[src/rtl/sobel_magnitude_iter.sv]
// Sobel gradient magnitude: L2 via bit-serial sqrt, L1, or max+min/2.
// One sample in flight; output saturates to OUT_W bits.
module sobel_magnitude_iter #(
    parameter int IN_W  = 16,
    parameter int OUT_W = 8
) (
    input  logic             clk,
    input  logic             rst_n,
    input  logic             in_valid,
    output logic             in_ready,
    input  logic [IN_W-1:0]  vert_in,
    input  logic [IN_W-1:0]  horz_in,
    input  logic [1:0]       mode,
    output logic             out_valid,
    input  logic             out_ready,
    output logic [OUT_W-1:0] out_mag,
    output logic             out_sat
);

    localparam int CW = $clog2(IN_W + 1);
    localparam logic [IN_W:0] MAXV = {{(IN_W + 1 - OUT_W){1'b0}}, {OUT_W{1'b1}}};

    typedef enum logic [1:0] {
        S_IDLE,
        S_SQRT,
        S_DONE
    } state_t;

    state_t            r_state;
    state_t            w_next;
    logic [CW-1:0]     r_cnt;
    logic [2*IN_W-1:0] r_rad;
    logic [IN_W-1:0]   r_root;
    logic [IN_W+1:0]   r_rem;
    logic [OUT_W-1:0]  r_mag;
    logic              r_sat;

    logic              w_accept;
    logic              w_last;
    logic [IN_W-1:0]   w_av;
    logic [IN_W-1:0]   w_ah;
    logic [IN_W-1:0]   w_mx;
    logic [IN_W-1:0]   w_mn;
    logic [2*IN_W-1:0] w_rad;
    logic [IN_W:0]     w_l1;
    logic [IN_W:0]     w_mm;
    logic [IN_W:0]     w_fast;
    logic [IN_W+1:0]   w_rem_sh;
    logic [IN_W+1:0]   w_trial;
    logic              w_ge;
    logic [IN_W+1:0]   w_rem_nx;
    logic [IN_W-1:0]   w_root_nx;

    function automatic logic [OUT_W:0] sat_f(input logic [IN_W:0] raw);
        if (raw > MAXV)
            return {1'b1, {OUT_W{1'b1}}};
        return {1'b0, raw[OUT_W-1:0]};
    endfunction

    assign in_ready  = (r_state == S_IDLE);
    assign out_valid = (r_state == S_DONE);
    assign out_mag   = r_mag;
    assign out_sat   = r_sat;
    assign w_accept  = in_valid & in_ready;
    assign w_last    = (r_cnt == CW'(IN_W - 1));

    // Two's-complement negate of the most negative value yields 2^(IN_W-1) unsigned
    assign w_av   = vert_in[IN_W-1] ? -vert_in : vert_in;
    assign w_ah   = horz_in[IN_W-1] ? -horz_in : horz_in;
    assign w_mx   = (w_av >= w_ah) ? w_av : w_ah;
    assign w_mn   = (w_av >= w_ah) ? w_ah : w_av;
    assign w_rad  = {{IN_W{1'b0}}, w_av} * {{IN_W{1'b0}}, w_av}
                  + {{IN_W{1'b0}}, w_ah} * {{IN_W{1'b0}}, w_ah};
    assign w_l1   = {1'b0, w_av} + {1'b0, w_ah};
    assign w_mm   = {1'b0, w_mx} + ({1'b0, w_mn} >> 1);
    assign w_fast = (mode == 2'd2) ? w_mm : w_l1;

    // Restoring digit step: bring down two radicand bits, try (4*root+1)
    assign w_rem_sh  = (IN_W + 2)'({r_rem, r_rad[2*IN_W-1 -: 2]});
    assign w_trial   = {r_root, 2'b01};
    assign w_ge      = (w_rem_sh >= w_trial);
    assign w_rem_nx  = w_ge ? (w_rem_sh - w_trial) : w_rem_sh;
    assign w_root_nx = (r_root << 1) | IN_W'(w_ge);

    always_ff @(posedge clk) begin
        if (!rst_n)
            r_state <= S_IDLE;
        else
            r_state <= w_next;
    end

    always_comb begin
        w_next = r_state;
        unique case (r_state)
            S_IDLE: if (w_accept)
                w_next = (mode == 2'd0) ? S_SQRT : S_DONE;
            S_SQRT: if (w_last)
                w_next = S_DONE;
            S_DONE: if (out_ready)
                w_next = S_IDLE;
            default: w_next = S_IDLE;
        endcase
    end

    always_ff @(posedge clk) begin
        if (!rst_n) begin
            r_cnt  <= '0;
            r_rad  <= '0;
            r_root <= '0;
            r_rem  <= '0;
            r_mag  <= '0;
            r_sat  <= 1'b0;
        end else if (r_state == S_IDLE) begin
            if (w_accept) begin
                r_rad  <= w_rad;
                r_root <= '0;
                r_rem  <= '0;
                r_cnt  <= '0;
                if (mode != 2'd0)
                    {r_sat, r_mag} <= sat_f(w_fast);
            end
        end else if (r_state == S_SQRT) begin
            r_rad  <= r_rad << 2;
            r_root <= w_root_nx;
            r_rem  <= w_rem_nx;
            r_cnt  <= r_cnt + CW'(1);
            if (w_last)
                {r_sat, r_mag} <= sat_f({1'b0, w_root_nx});
        end
    end

endmodule

[config.mk]
export PLATFORM = sky130hd
export DESIGN_NAME = sobel_magnitude_iter
export DESIGN_NICKNAME = d
export VERILOG_FILES = /design/src/rtl/sobel_magnitude_iter.sv
export SDC_FILE = /design/constraint.sdc
export NUM_CORES = 1
export LEC_CHECK = 0
export CORE_UTILIZATION = 60
export DETAILED_ROUTE_END_ITERATION = 10
export HOLD_SLACK_MARGIN = 0.08
export PLACE_DENSITY = 0.77
export REMOVE_ABC_BUFFERS = 1
export SYNTH_ARGS = -nofsm -noshare
export SYNTH_HDL_FRONTEND = slang
export SYNTH_SLANG_ARGS = --single-unit
[constraint.sdc]
create_clock -name clk -period 11.66 [get_ports clk]
set_clock_uncertainty 0.2 [all_clocks]
set_input_delay 2.332 -clock clk [delete_from_list [all_inputs] [get_ports clk]]
set_output_delay 2.332 -clock clk [all_outputs]
set_load 0.1 [all_outputs]
Word-level counts from Yosys, hierarchy flattened
Index checks and enable logic that the tools add are counted.

Register bits: 80. Input port bits: 38. Output and inout port bits: 11. Word-level logic and storage cells: 85.

Add/subtract/negate cells: 7. $mul: 2. Order comparisons: 4. Eq/ne operators: 8. Muxes and demuxes: 47. Bitwise operators: 2. Reduce and logical (&&, ||, !) cells: 8.

Operators with widths (count): $mux W16 (11); $mux W32 (3); $mul A16 B16 Y32 (2); $mux W8 (5); $mux W9 (4); $add A32 B32 Y32 (1); $neg A16 Y16 (2); $ge A18 B18 Y1 (1); $add A16 B15 Y17 (1); $add A16 B16 Y17 (1); $gt A17 B8 Y1 const B (1); $mux W17 (1); $ge A16 B16 Y1 (1); $gt A16 B8 Y1 const B (1); $or A16 B1 Y16 (1); $sub A16 B16 Y16 (1); $mux W1 (15); $mux W5 (3); $mux W2 (4); $ne A2 B1 Y1 const B (3); $pmux W2 S3 (1); $reduce_bool A2 Y1 (3); $add A5 B1 Y5 const B (1); $eq A5 B4 Y1 const B (1); other kinds (8) (10).

Logic depth before layout (Yosys ltp)
Word-level depth: 16. Mapped depth: 35. Depth with buffers taken out: 33.

Least setup slack after synthesis
No wires, ideal clock.

Path type: in2reg. From: input port vert_in[5]. To: register r_rad[28]. Library setup time: 0.125 ns. Arrival time: 10.842 ns. Required time: 11.335 ns. Path slack: 0.492 ns. Stages: 29. Buffers on the path: 1. Cells stage by stage: or4_4 or3_4 or4_4 o41a_1 xor2_1 inv_1 buf_2 nor2_1 fa_1 fa_1 fa_1 inv_1 fa_1 inv_1 fa_1 fa_1 fa_1 inv_1 fa_1 inv_1 ha_1 a21o_1 o21bai_1 a221oi_1 o31a_1 a21oi_1 xor2_1 a222oi_1 nor2b_1.

Cells in the longest elaborated chain, start to end: 6.

RTL lines: from (decl) (RTL line 11) `input logic [IN_W-1:0] vert_in,`; $neg A16 Y16 (RTL line 68) `assign w_av = vert_in[IN_W-1] ? -vert_in : vert_in;`; $mux W16 (*) (RTL line 68); $mul A16 B16 Y32 (*) (RTL line 72) `assign w_rad = {{IN_W{1'b0}}, w_av} * {{IN_W{1'b0}}, w_av}`; $add A32 B32 Y32 (*) (RTL line 73) `+ {{IN_W{1'b0}}, w_ah} * {{IN_W{1'b0}}, w_ah};`; $mux W32 (*) (RTL line 114) `if (w_accept) begin`; $mux W32 (*) (RTL line 113) `end else if (r_state == S_IDLE) begin`; to (signal assigned) (RTL line 115) `r_rad <= w_rad;`; to (signal assigned) (RTL line 123) `r_rad <= r_rad << 2;`; to (decl) (RTL line 32) `logic [2*IN_W-1:0] r_rad;`.

Every way passes the cells marked *; elsewhere a longest branch is shown, timed or not. The select of a mux whose other input is x is not followed. A chain may end at the register's enable or synchronous reset.

Worst setup path in the final report
From: input port vert_in[6]. To: register r_rad[30].

The elaborated chain is that of the path after synthesis.

==> impl_metrics.ini <==
[critical_path]
rr_startpoint = r_root[0]$_SDFFE_PN0P_
slowest_stage = fa_1
crit_type = primary input to register
crit_fanout = 5
cp-start-kind = primary input
max_stage_delay_ps = 560
worstPathRequired_ps = 11710
arrival_ps = 11370
crit_family = adder cells
cp-startpoint = vert_in[6]
worstReg2RegEnd = out_mag[0]$_SDFFE_PN0P_
cp_num_buf_inv = 6
worst-path-stages = 31
cp-end-kind = register
reg2reg_slack_ps = 8060
crit_end = r_rad[30]$_SDFFE_PN0P_
ff2ff_path_depth = 12
worst_path_most_repeated_cell = fa_1

[routing]
drc_errors = 0
met1Wirelength_um = 23200
wl_met2_um = 27200
wl_per_cell_um = 18.7
routed.top_layer = met4
wl_met3_um = 3520
via_per_inst = 5.61
routed_wl_um = 56200
vias = 16800
ant_nets = 0
firstDrtPassIters = 6
drt-initial-drc-count = 1108

[timing]
maxSlewViolCount = 0
fin_crit_sh_pct = 97.1
fmax_ghz = 0.0884
hold_viol_final = 0
fin_crit_ps = 11320
setup_viol = 0
worst_pin_slew_ps = 1150
slew_headroom_pct = 23.1

[yosys]
yosys.area_share.xor_xnor_pct = 4.01
synthCells = 2437
ys.warnings.count = 0
syn_area_um2 = 20900
synth_ff_type = dfxtp_1
syn_avg_cell_area_um2 = 8.59
synthArstFlopShare_pct = 0
synth_mux_area_share_pct = 0.442
ys_seq_area_share_pct = 7.65
yosys.area_share.simple_pct = 11.6
synth-compound-area-share_pct = 12.2
synth_cell_types = 77
synth-adder-area-share_pct = 52.3
synth_edf_count = 0
synth_top_family_by_area = adder cells
synth-seq-cells = 80

[final_layout]
multiInputGateArea_um2 = 17000
syn_to_final_growth_pct = 9.20
final_cells = 2999
nets = 3221
antenna_cells = 0
drive_gt1_share_pct = 5.86
ff_latch_area_um2 = 1600
n_fill_cell = 2820

[clock_tree]
cts-root-buf = clkbuf_16
clk_pin_slew_ps = 70
clk_latency_ps = 340
cts-buffers-inserted = 9
cts_tree = done
cts_buffer_depth = 2
htree_num_levels = 3
ctsHoldBuffers = 0
cts_sinks = 80

[placement]
gp_congestion = 0.971
hpwl_um = 46800
placedCellCount = 2978
portBuffers = 48

[global_routing]
grt_pass1_vias = 17800
grt_pass1_wl_um = 91000
grtUsageTotal_pct = 32.9
grt_start_max_net_pins = 72
overflow = 0
antenna_found_initial = 0

[floorplan]
die_area_um2 = 35700
core_area_um2 = 34500
die_y_um = 189
pin_count = 49
initial_core_util_pct = 60.8
die_x_um = 189
rows = 68

[status]
status = finished clean

[min_path]
holdCritPathClass = register to register

[job]
maxCapViolations = 0
layout make-up:
cell class	count	area share, %
well taps	455	2.49
inverters	580	9.52
clock buffers	10	1.04
repair buffers	145	5.30
clock inverters	6	0.328
flip-flops and latches	80	7.00
multi-input cells	1723	74.3
layer usage:
layer | up-vias | global-route usage, %
met5 | - | 0
met4 | 0 | 12.3
met3 | 118 | 3.67
met2 | 554 | 56.3
met1 | 8340 | 43.1
li1 | 7822 | -
state kept, by name, summed over array words and instances (netlist names):
register  cells
r_rad        32
r_rem        16
r_state       2
r_root       16
out_sat       1
out_mag       8
r_cnt         5
cell usage after synthesis (5+ instances only):
cell / count / area [um^2]
inv_1: 568 / 2130
fa_1: 385 / 7710
ha_1: 259 / 3240
nor2_1: 222 / 833
nand2_1: 195 / 732
a21oi_1: 125 / 626
o21ai_0: 83 / 415
dfxtp_1: 80 / 1600
clkbuf_1: 69 / 259
xnor2_1: 54 / 473
xor2_1: 42 / 368
nor2b_1: 28 / 175
nand3_1: 23 / 115
a21o_1: 20 / 150
nor3_1: 19 / 95.1
a22oi_1: 18 / 135
o221ai_1: 15 / 131
nand2b_1: 14 / 87.6
o211ai_1: 14 / 105
a211oi_1: 13 / 97.6
o21bai_1: 13 / 97.6
nor4_1: 10 / 62.6
clkinv_1: 9 / 33.8
a211o_1: 8 / 70.1
a31oi_1: 8 / 50.1
and3_1: 8 / 50.1
o31ai_1: 8 / 60.1
and2_1: 7 / 43.8
mux2i_1: 7 / 70.1
buf_2: 6 / 30.0
o21a_1: 6 / 45.0
o22ai_1: 6 / 37.5
or3_1: 6 / 37.5
a311oi_1: 5 / 43.8
o211a_1: 5 / 50.1
how the worst min path moves through the flow:
stage,startpoint,to,cells past startpoint
finish,r_rem[14]$_SDFFE_PN0P_,r_rem[14]$_SDFFE_PN0P_,2
global route,r_rad[2]$_SDFFE_PN0P_,r_rad[2]$_SDFFE_PN0P_,2
CTS,out_mag[5]$_SDFFE_PN0P_,out_mag[5]$_SDFFE_PN0P_,2
detailed placement,r_rem[14]$_SDFFE_PN0P_,r_rem[14]$_SDFFE_PN0P_,2
global placement,r_rem[15]$_SDFFE_PN0P_,r_rem[15]$_SDFFE_PN0P_,2
floorplan,r_rem[14]$_SDFFE_PN0P_,r_rem[14]$_SDFFE_PN0P_,2
kinds of logic after synthesis:
logic type / after synthesis
AOI/OAI and AO/OA: 393
and+or+nand+nor: 557
adders and majority gates: 644
DFF: 80
xor gates and xnor gates: 96
other: 2
buffers and inverters: 656
muxes: 9
placed cells by master (no fill, tap or decap), drive strengths merged, types with 8 or more instances in the layout:
| master | count |
|---|---|
| inv | 573 |
| nor4 | 10 |
| o21ai | 86 |
| fa | 385 |
| a211o | 8 |
| a21oi | 126 |
| nor2 | 222 |
| xnor2 | 54 |
| a31oi | 8 |
| ha | 259 |
| conb | 24 |
| buf | 98 |
| clkinv | 11 |
| and3 | 8 |
| clkdlybuf4s50 | 47 |
| o211ai | 15 |
| xor2 | 42 |
| a21o | 20 |
| nand3 | 23 |
| a22oi | 18 |
| nand2 | 195 |
| o31ai | 8 |
| nand2b | 14 |
| dfxtp | 80 |
| a211oi | 14 |
| clkbuf | 10 |
| o21bai | 13 |
| o221ai | 15 |
| nor2b | 28 |
| nor3 | 19 |
worst min-delay path: stages, from the launching register on:
cell and delay, ps:
dfxtp_1 330, nand2_1 40, o21ai_0 60
per-stage QoR:
| step | setup TNS [ps] | utilization [%] | hold slack, ps | setup WS, ps | cell area [um^2] |
|---|---|---|---|---|---|
| after floorplan | 0 | - | 229 | 391 | 20700 |
| after global placement | -117 | 65.2 | 243 | -59.0 | 22500 |
| after detailed placement | -431 | 65.2 | 256 | -160 | 22500 |
| after CTS | 0 | 66.1 | 270 | 168 | 22800 |
| after global routing | -41.8 | 66.4 | 313 | -41.8 | 22900 |
| final | 0 | 66.4 | 269 | 343 | 22900 |
repair_timing:
item / in CTS / in global routing
setup endpoints to repair: 0 / 7
setup buffers: 0 / 5
resized for setup: 0 / 15
Power is left out: the tool's default activity adds up to more than one toggle a clock period on the data nets, which glitch-free logic cannot reach.
